==> src/rtl/apsr_cond_unit_pkg.sv <==
// Shared types for the APSR/condition unit: NZCV flags, condition encodings,
// ITSTATE layout and the condition evaluation function.
package apsr_cond_unit_pkg;

   typedef struct packed {
      logic n;
      logic z;
      logic c;
      logic v;
   } alu_flags_t;

   typedef enum logic [3:0] {
      COND_EQ = 4'b0000,
      COND_NE = 4'b0001,
      COND_CS = 4'b0010,
      COND_CC = 4'b0011,
      COND_MI = 4'b0100,
      COND_PL = 4'b0101,
      COND_VS = 4'b0110,
      COND_VC = 4'b0111,
      COND_HI = 4'b1000,
      COND_LS = 4'b1001,
      COND_GE = 4'b1010,
      COND_LT = 4'b1011,
      COND_GT = 4'b1100,
      COND_LE = 4'b1101,
      COND_AL = 4'b1110,
      COND_NV = 4'b1111
   } cond_t;

   // ITSTATE[7:5] is the shared base condition; mask[4] supplies the
   // per-slot condition LSB and mask[3:0] tracks the remaining slots.
   typedef struct packed {
      logic [2:0] base_cond;
      logic [4:0] mask;
   } itstate_t;

   function automatic logic cond_eval(input cond_t cond, input alu_flags_t f);
      logic res;
      case (cond)
         COND_EQ: res = f.z;
         COND_NE: res = !f.z;
         COND_CS: res = f.c;
         COND_CC: res = !f.c;
         COND_MI: res = f.n;
         COND_PL: res = !f.n;
         COND_VS: res = f.v;
         COND_VC: res = !f.v;
         COND_HI: res = f.c & !f.z;
         COND_LS: res = !f.c | f.z;
         COND_GE: res = (f.n == f.v);
         COND_LT: res = (f.n != f.v);
         COND_GT: res = !f.z & (f.n == f.v);
         COND_LE: res = f.z | (f.n != f.v);
         default: res = 1'b1;
      endcase
      return res;
   endfunction

endpackage

==> src/rtl/apsr_cond_unit_cond_check.sv <==
// Combinational condition checker; shared with the branch unit.
module cond_check
   import apsr_cond_unit_pkg::*;
(
   input  cond_t      cond_i,
   input  alu_flags_t flags_i,
   output logic       pass_o
);

   assign pass_o = cond_eval(cond_i, flags_i);

endmodule

==> src/rtl/apsr_cond_unit.sv <==
// Architectural NZCV register, condition-pass evaluation and IT-block
// state machine for the execute stage.
module apsr_cond_unit
   import apsr_cond_unit_pkg::*;
#(
   parameter logic [3:0] RESET_NZCV = 4'b0000
) (
   input  logic       clk,
   input  logic       rst,
   input  alu_flags_t flags_in,
   input  logic       flags_we,
   input  logic       instr_valid,
   input  logic [3:0] instr_cond,
   input  logic       it_start,
   input  logic [3:0] it_firstcond,
   input  logic [3:0] it_mask,
   output alu_flags_t nzcv_out,
   output logic       cond_pass,
   output logic       in_it_block,
   output logic       it_last,
   output logic [7:0] itstate_out
);

   alu_flags_t nzcv_q;
   itstate_t   itstate_q;
   itstate_t   itstate_d;
   logic       it_fields_ok;
   logic       active;
   cond_t      ec;

   assign active       = (itstate_q.mask[3:0] != 4'b0000);
   assign it_fields_ok = (it_mask != 4'b0000) && (it_firstcond != 4'hF);

   // An IT instruction (even one with bad fields) blocks the slot advance.
   always_comb begin
      itstate_d = itstate_q;
      if (it_start) begin
         if (it_fields_ok) begin
            itstate_d.base_cond = it_firstcond[3:1];
            itstate_d.mask      = {it_firstcond[0], it_mask};
         end
      end else if (active && instr_valid) begin
         if (itstate_q.mask[2:0] == 3'b000) begin
            itstate_d = '0;
         end else begin
            itstate_d.mask = {itstate_q.mask[3:0], 1'b0};
         end
      end
   end

   always_ff @(posedge clk) begin
      if (rst) begin
         nzcv_q    <= alu_flags_t'(RESET_NZCV);
         itstate_q <= '0;
      end else begin
         if (flags_we) begin
            nzcv_q <= flags_in;
         end
         itstate_q <= itstate_d;
      end
   end

   assign ec = active ? cond_t'({itstate_q.base_cond, itstate_q.mask[4]})
                      : cond_t'(instr_cond);

   cond_check u_cond_check (
      .cond_i  (ec),
      .flags_i (nzcv_q),
      .pass_o  (cond_pass)
   );

   assign nzcv_out    = nzcv_q;
   assign in_it_block = active;
   assign it_last     = active && (itstate_q.mask[3:0] == 4'b1000);
   assign itstate_out = itstate_q;

endmodule

==> config.mk <==
export PLATFORM = sky130hd
export DESIGN_NAME = apsr_cond_unit
export DESIGN_NICKNAME = d
export VERILOG_FILES = /design/src/rtl/apsr_cond_unit_pkg.sv /design/src/rtl/apsr_cond_unit_cond_check.sv /design/src/rtl/apsr_cond_unit.sv
export SDC_FILE = /design/constraint.sdc
export NUM_CORES = 1
export LEC_CHECK = 0
export CAP_MARGIN = 10
export CORE_MARGIN = 3
export CORE_UTILIZATION = 40
export DETAILED_ROUTE_END_ITERATION = 16
export PLACE_DENSITY = 0.91
export SLEW_MARGIN = 20
export SYNTH_ARGS = -nofsm -noshare
export SYNTH_HDL_FRONTEND = slang
export SYNTH_SLANG_ARGS = --single-unit
==> constraint.sdc <==
create_clock -name clk -period 4.1 [get_ports clk]
set_input_delay 0.82 -clock clk [delete_from_list [all_inputs] [get_ports clk]]
set_output_delay 0.82 -clock clk [all_outputs]
set_load 0.02 [all_outputs]
Word level (Yosys, flattened, before mapping)
Cells that the tools add are included.

Bits in registers: 12. Bits in latches: 0. Memory bits (writable): 0. Memory bits (read-only): 0. Input port bits: 21. Word-level logic and storage cells: 50. Memories: 0.

$add $sub $neg: 0. Multiply operators: 0. Divide/modulo/power cells: 0. $lt $le $gt $ge: 0. Equality and inequality tests: 18. Shift operators: 0. Mux-type cells: 7. Bitwise logic cells: 4. Reduce and logical (&&, ||, !) cells: 15.

Operators by type and width (count): $eq 4x4->1 const B (7); $mux 8 (3); $eq 4x3->1 const B (4); $pmux 1 s14 (1); $eq 4x2->1 const B (2); $reduce_bool 4->1 (2); $mux 5 (1); $eq 4x1->1 const B (1); $logic_not 1->1 (4); $logic_not 4->1 (1); $mux 4 (1); $ne 4x4->1 const B (1); $reduce_bool 2->1 (2); $logic_and 1x1->1 (3); $logic_not 3->1 (1); $mux 3 (1); $reduce_and 3->1 (1); $and 1x1->1 (2); $ne 2x1->1 const B (1); $or 1x1->1 (2); $reduce_and 2->1 (1); $eq 1x1->1 (1); $ne 1x1->1 (1).

Longest topological paths before layout
Depth after elaboration: 4. Depth in mapped cells: 6. Gate-level depth less buffers: 6.

Modules after synthesis
From an unflattened synthesis, not the netlist that was laid out.

Cell total of the unflattened synthesis: 93. Area, all modules: 787.0 um2.

By module, submodules not included: apsr_cond_unit (times used 1, cells each 70, area each 621.8 um2); cond_check (times used 1, cells each 23, area each 165.2 um2).

Worst setup path before layout
Ideal clock, no wire load.

Path type: reg2out. Start: reg itstate_q (netlist bit itstate_out[0]). End: out cond_pass. Arrival: 2.352 ns. Data required time: 3.280 ns. Setup slack: 0.928 ns. Stages on the path, launching flop included: 6. Cell sequence: dfxtp_1 nor4_4 mux2i_1 mux4_2 xor2_1 mux2i_1.

Word-level cells in the longest chain between the ends: 4. Elaborated cells on any way between the ends: 17.

RTL lines: start, declared (line apsr_cond_unit.sv:25) `itstate_t itstate_q;`; start signal, assigned (line apsr_cond_unit.sv:59) `itstate_q <= itstate_d;`; $reduce_bool 4->1 * (line apsr_cond_unit.sv:31) `assign active = (itstate_q.mask[3:0] != 4'b0000);`; $mux 4 * (line apsr_cond_unit.sv:63) `assign ec = active ? cond_t'({itstate_q.base_cond, itstate_q.mask[4]})`; $eq 4x4->1 (tied with other cells) (line apsr_cond_unit_pkg.sv:40) `case (cond)`; $pmux 1 s14 * (line apsr_cond_unit_pkg.sv:40); end, declared (line apsr_cond_unit.sv:18) `output logic cond_pass,`.

Mark *: on every way between the ends. The rest lies on a longest branch, timed or not.

Worst setup path in the final report
Start: in instr_cond[2]. End: out cond_pass.

Word-level cells in the longest chain between the ends: 3. Elaborated cells on any way between the ends: 16.

RTL lines: start, declared (line apsr_cond_unit.sv:13) `input logic [3:0] instr_cond,`; $mux 4 * (line apsr_cond_unit.sv:63); $eq 4x4->1 (tied with other cells) (line apsr_cond_unit_pkg.sv:40); $pmux 1 s14 * (line apsr_cond_unit_pkg.sv:40).

Marked as above.

==> metrics list <==
* Hold buffer count at CTS: 0
- Maximum capacitance violations: 0
* Tightest slew margin relative to the limit: 60.1%
- Entering global routing, the biggest net connects 13 pins.
- Routed wire length: 2040 µm
- Setup repair after global routing left no endpoint under its margin.
* Number of cells upsized or downsized after cts: 0
* Buffers inserted by post-CTS timing repair: 0
- Worst min-delay path category: flop to flop
- Register bit count reported by yosys: 12
* Port Buf Inserts: 35
* Number of DRC violations after detailed routing: 0
- Run status: completed
* Synthesized instance count: 75
- Clock-pin slew was measured on the worst setup and hold paths at 0.07 ns.
- TritonCTS created 3 clock buffers.
* Post-synthesis instance area: 704 µm²
- In this run the most critical hold path is launched from itstate_out[4]$_SDFFE_PP0P_.
* Fraction of layout cells with a size suffix above 1: 8.85%
- Across the VDD grid, the largest voltage drop is 273 µV.
* Largest fanout on the critical path: 3
- The region available for standard cell placement spans 0.00158 mm².
- TritonCTS built the clock tree.
* Worst setup SP type: input port
- Data arrival time of the critical path: 3.09 ns
* Average detailed-routed wire length per instance: 15.8 µm
- The worst setup path is captured at an output port.
- Worst setup path start: instr_cond[2]
- DRT antenna net count: 0
* Total global routing overflow: 0
- Post-Layout Cell Count: 129
* Library cell contributing the largest single delay on the critical path: clkdlybuf4s50_1
* Maximum frequency from static timing analysis: 255 MHz
* Classification of the worst setup path: input port to output port
* Chip width: 48.0 µm
- The clock net in this run drives a total of 12 sinks.
- Total Die Area: 0.00230 mm²
* NumNets Final: 135
- When the netlist entered floorplanning its net count stood at 96.
* Per-cell via count in the routed design: 5.56
* Pwr Density: 317 mW/mm²
- The HPWL after detailed placement is 1630 µm.
- The final count of hold timing violations is 0.
- After routing, the total negative slack on setup checks comes to 0 ns.
- The die is 48.0 µm tall.
- In this run, placement finished with an instance count of 125.
- Critical path required time: 3.28 ns
* Antenna violations before repair: 0
- A synthesized cell averages 9.39 µm².
- Area added between synthesis and finish: 57.7%
- Worst-Skew Late Latency: 0.26 ns
* I/O pins: 36
- The number of antenna diodes in the final layout is 0.
- Initial Utilization: 44.7%
* Library cell used as clock root buffer: clkbuf_4
- Final-report max-slew violation count: 0
- The worst path needs 3.91 ns of the cycle, external delays included.
- Global-route usage over all layers: 18.1%
- For this run, the slowest stage of the critical path takes 0.62 ns.
* Core occupancy in the finished layout: 70.5%
- Power consumption: 0.353 mW
* Final setup vio count: 0
- Reg-to-Reg Start: itstate_out[0]$_SDFFE_PP0P_
- Walking the worst path, the cells encountered are clkdlybuf4s50_1 > mux2i_1 > mux4_2 > xor2_1 > mux2i_1 > clkdlybuf4s50_1.
- The share of the Yosys chip area taken by registers is 34.1%.
* Fillers: 136
* Wire length of the first global-routing pass: 2920 µm
* Number of global-route vias before repair: 652
- Std-Cell Rows: 14
* Length of the first detailed-routing pass in iterations: 4
- Final worst path period share: 95.5%
* Number of buffers on the longest clock path: 2
- Starting DRT DRC Count: 21
* P_leak: 0.457 nW
* Slew at the pin with the worst max-slew slack: 0.598 ns
- Count of distinct cell types in the synthesized netlist: 25
- Routability-driven placement finished with a final weighted congestion of 0.851.
- Worst clock skew: 0.00176 ns
* Min Hold Slack: 0.558 ns
- Number of warnings reported in the yosys synthesis log: 0
- CTS H-Tree Depth: 1
- The final route contains 717 vias.
through the flow:
step	setup WS [ns]	cell area, µm²
final	0.186	1110
after global routing	0.0924	1110
after CTS	0.192	1110
after detailed placement	0.197	1070
after global placement	0.302	1070
after floorplan	0.928	704
logic make-up (layout without fill, tap and decap cells):
family / Yosys count / count (layout) / synth area share (%)
AOI/OAI and AO/OA: 10 / 10 / 10.3
xor gates and xnor gates: 2 / 2 / 2.49
buffers and inverters: 4 / 42 / 2.13
DFF: 12 / 12 / 34.1
muxes: 18 / 18 / 27.9
and+or+nand+nor: 29 / 29 / 23.1
area by class of cell:
| type | count | area [µm²] | share of cell area, % |
|---|---|---|---|
| timing repair buffer | 36 | 358 | 32.2 |
| sequential | 12 | 240 | 21.6 |
| tap | 16 | 20.0 | 1.80 |
| multi-input combinational | 59 | 449 | 40.4 |
| inverter | 2 | 7.51 | 0.676 |
| clock buffer | 4 | 36.3 | 3.27 |
worst paths after layout:
kind                                 endpoint  slack [ns]  depth (start not counted)
hold / removal    itstate_out[4]$_SDFFE_PP0P_        0.56                          2
setup / recovery                    cond_pass        0.19                          6
setup reg to reg  itstate_out[4]$_SDFFE_PP0P_        2.24                          6
hold reg to reg   itstate_out[4]$_SDFFE_PP0P_        0.56                          2
sequential cells by signal, summed over array words and instances, names as in the netlist:
signal,cells
nzcv_out,4
itstate_out,8
synthesized netlist by cell type:
cell	number	area (µm²)
a21oi_1	2	10.0
a22oi_1	4	30.0
a311o_1	1	10.0
a41oi_1	1	8.76
and2_1	1	6.26
and4_1	1	8.76
clkbuf_1	2	7.51
dfxtp_1	12	240
inv_1	2	7.51
mux2_2	3	33.8
mux2i_1	14	140
mux4_2	1	22.5
nand2_1	2	7.51
nand3_1	1	5.00
nand3b_1	2	15.0
nor2_1	14	52.6
nor2b_1	1	6.26
nor3_1	2	10.0
nor4_1	1	6.26
nor4_4	1	21.3
nor4b_1	2	17.5
o2111ai_1	1	8.76
o21ai_0	1	5.00
or2_1	1	6.26
xor2_1	2	17.5
routing by layer:
metal  GRT usage, %  up-vias  part of all wire [%]
li1               -      353                     -
met1           24.2      335                    44
met2           28.0       29                    49
met3           4.51        0                   7.7
met4           6.45        0                     0
met5              0        -                     0
worst max-delay path, delay by kind of cell:
family | cells | cell delay, ns
buffers and inverters | 2 | 1.08
muxes | 3 | 1.04
xor gates and xnor gates | 1 | 0.15
power by group:
part / leakage (nW) / internal, mW / switching [mW]
logic: 0.338 / 0.0698 / 0.0589
registers: 0.0987 / 0.124 / 0.0103
clock network: 0.0210 / 0.0539 / 0.0361
cells in the final DEF (no fill, tap or decap), types with 3 or more instances in the layout:
cell type        netlist  routed
nor2_1                14      14
clkbuf_4               0       3
dfxtp_1               12      12
a22oi_1                4       4
mux2i_1               14      14
mux2_2                 3       3
clkdlybuf4s50_1        0      35
No activity file was read; power rests on OpenSTA's default activity.
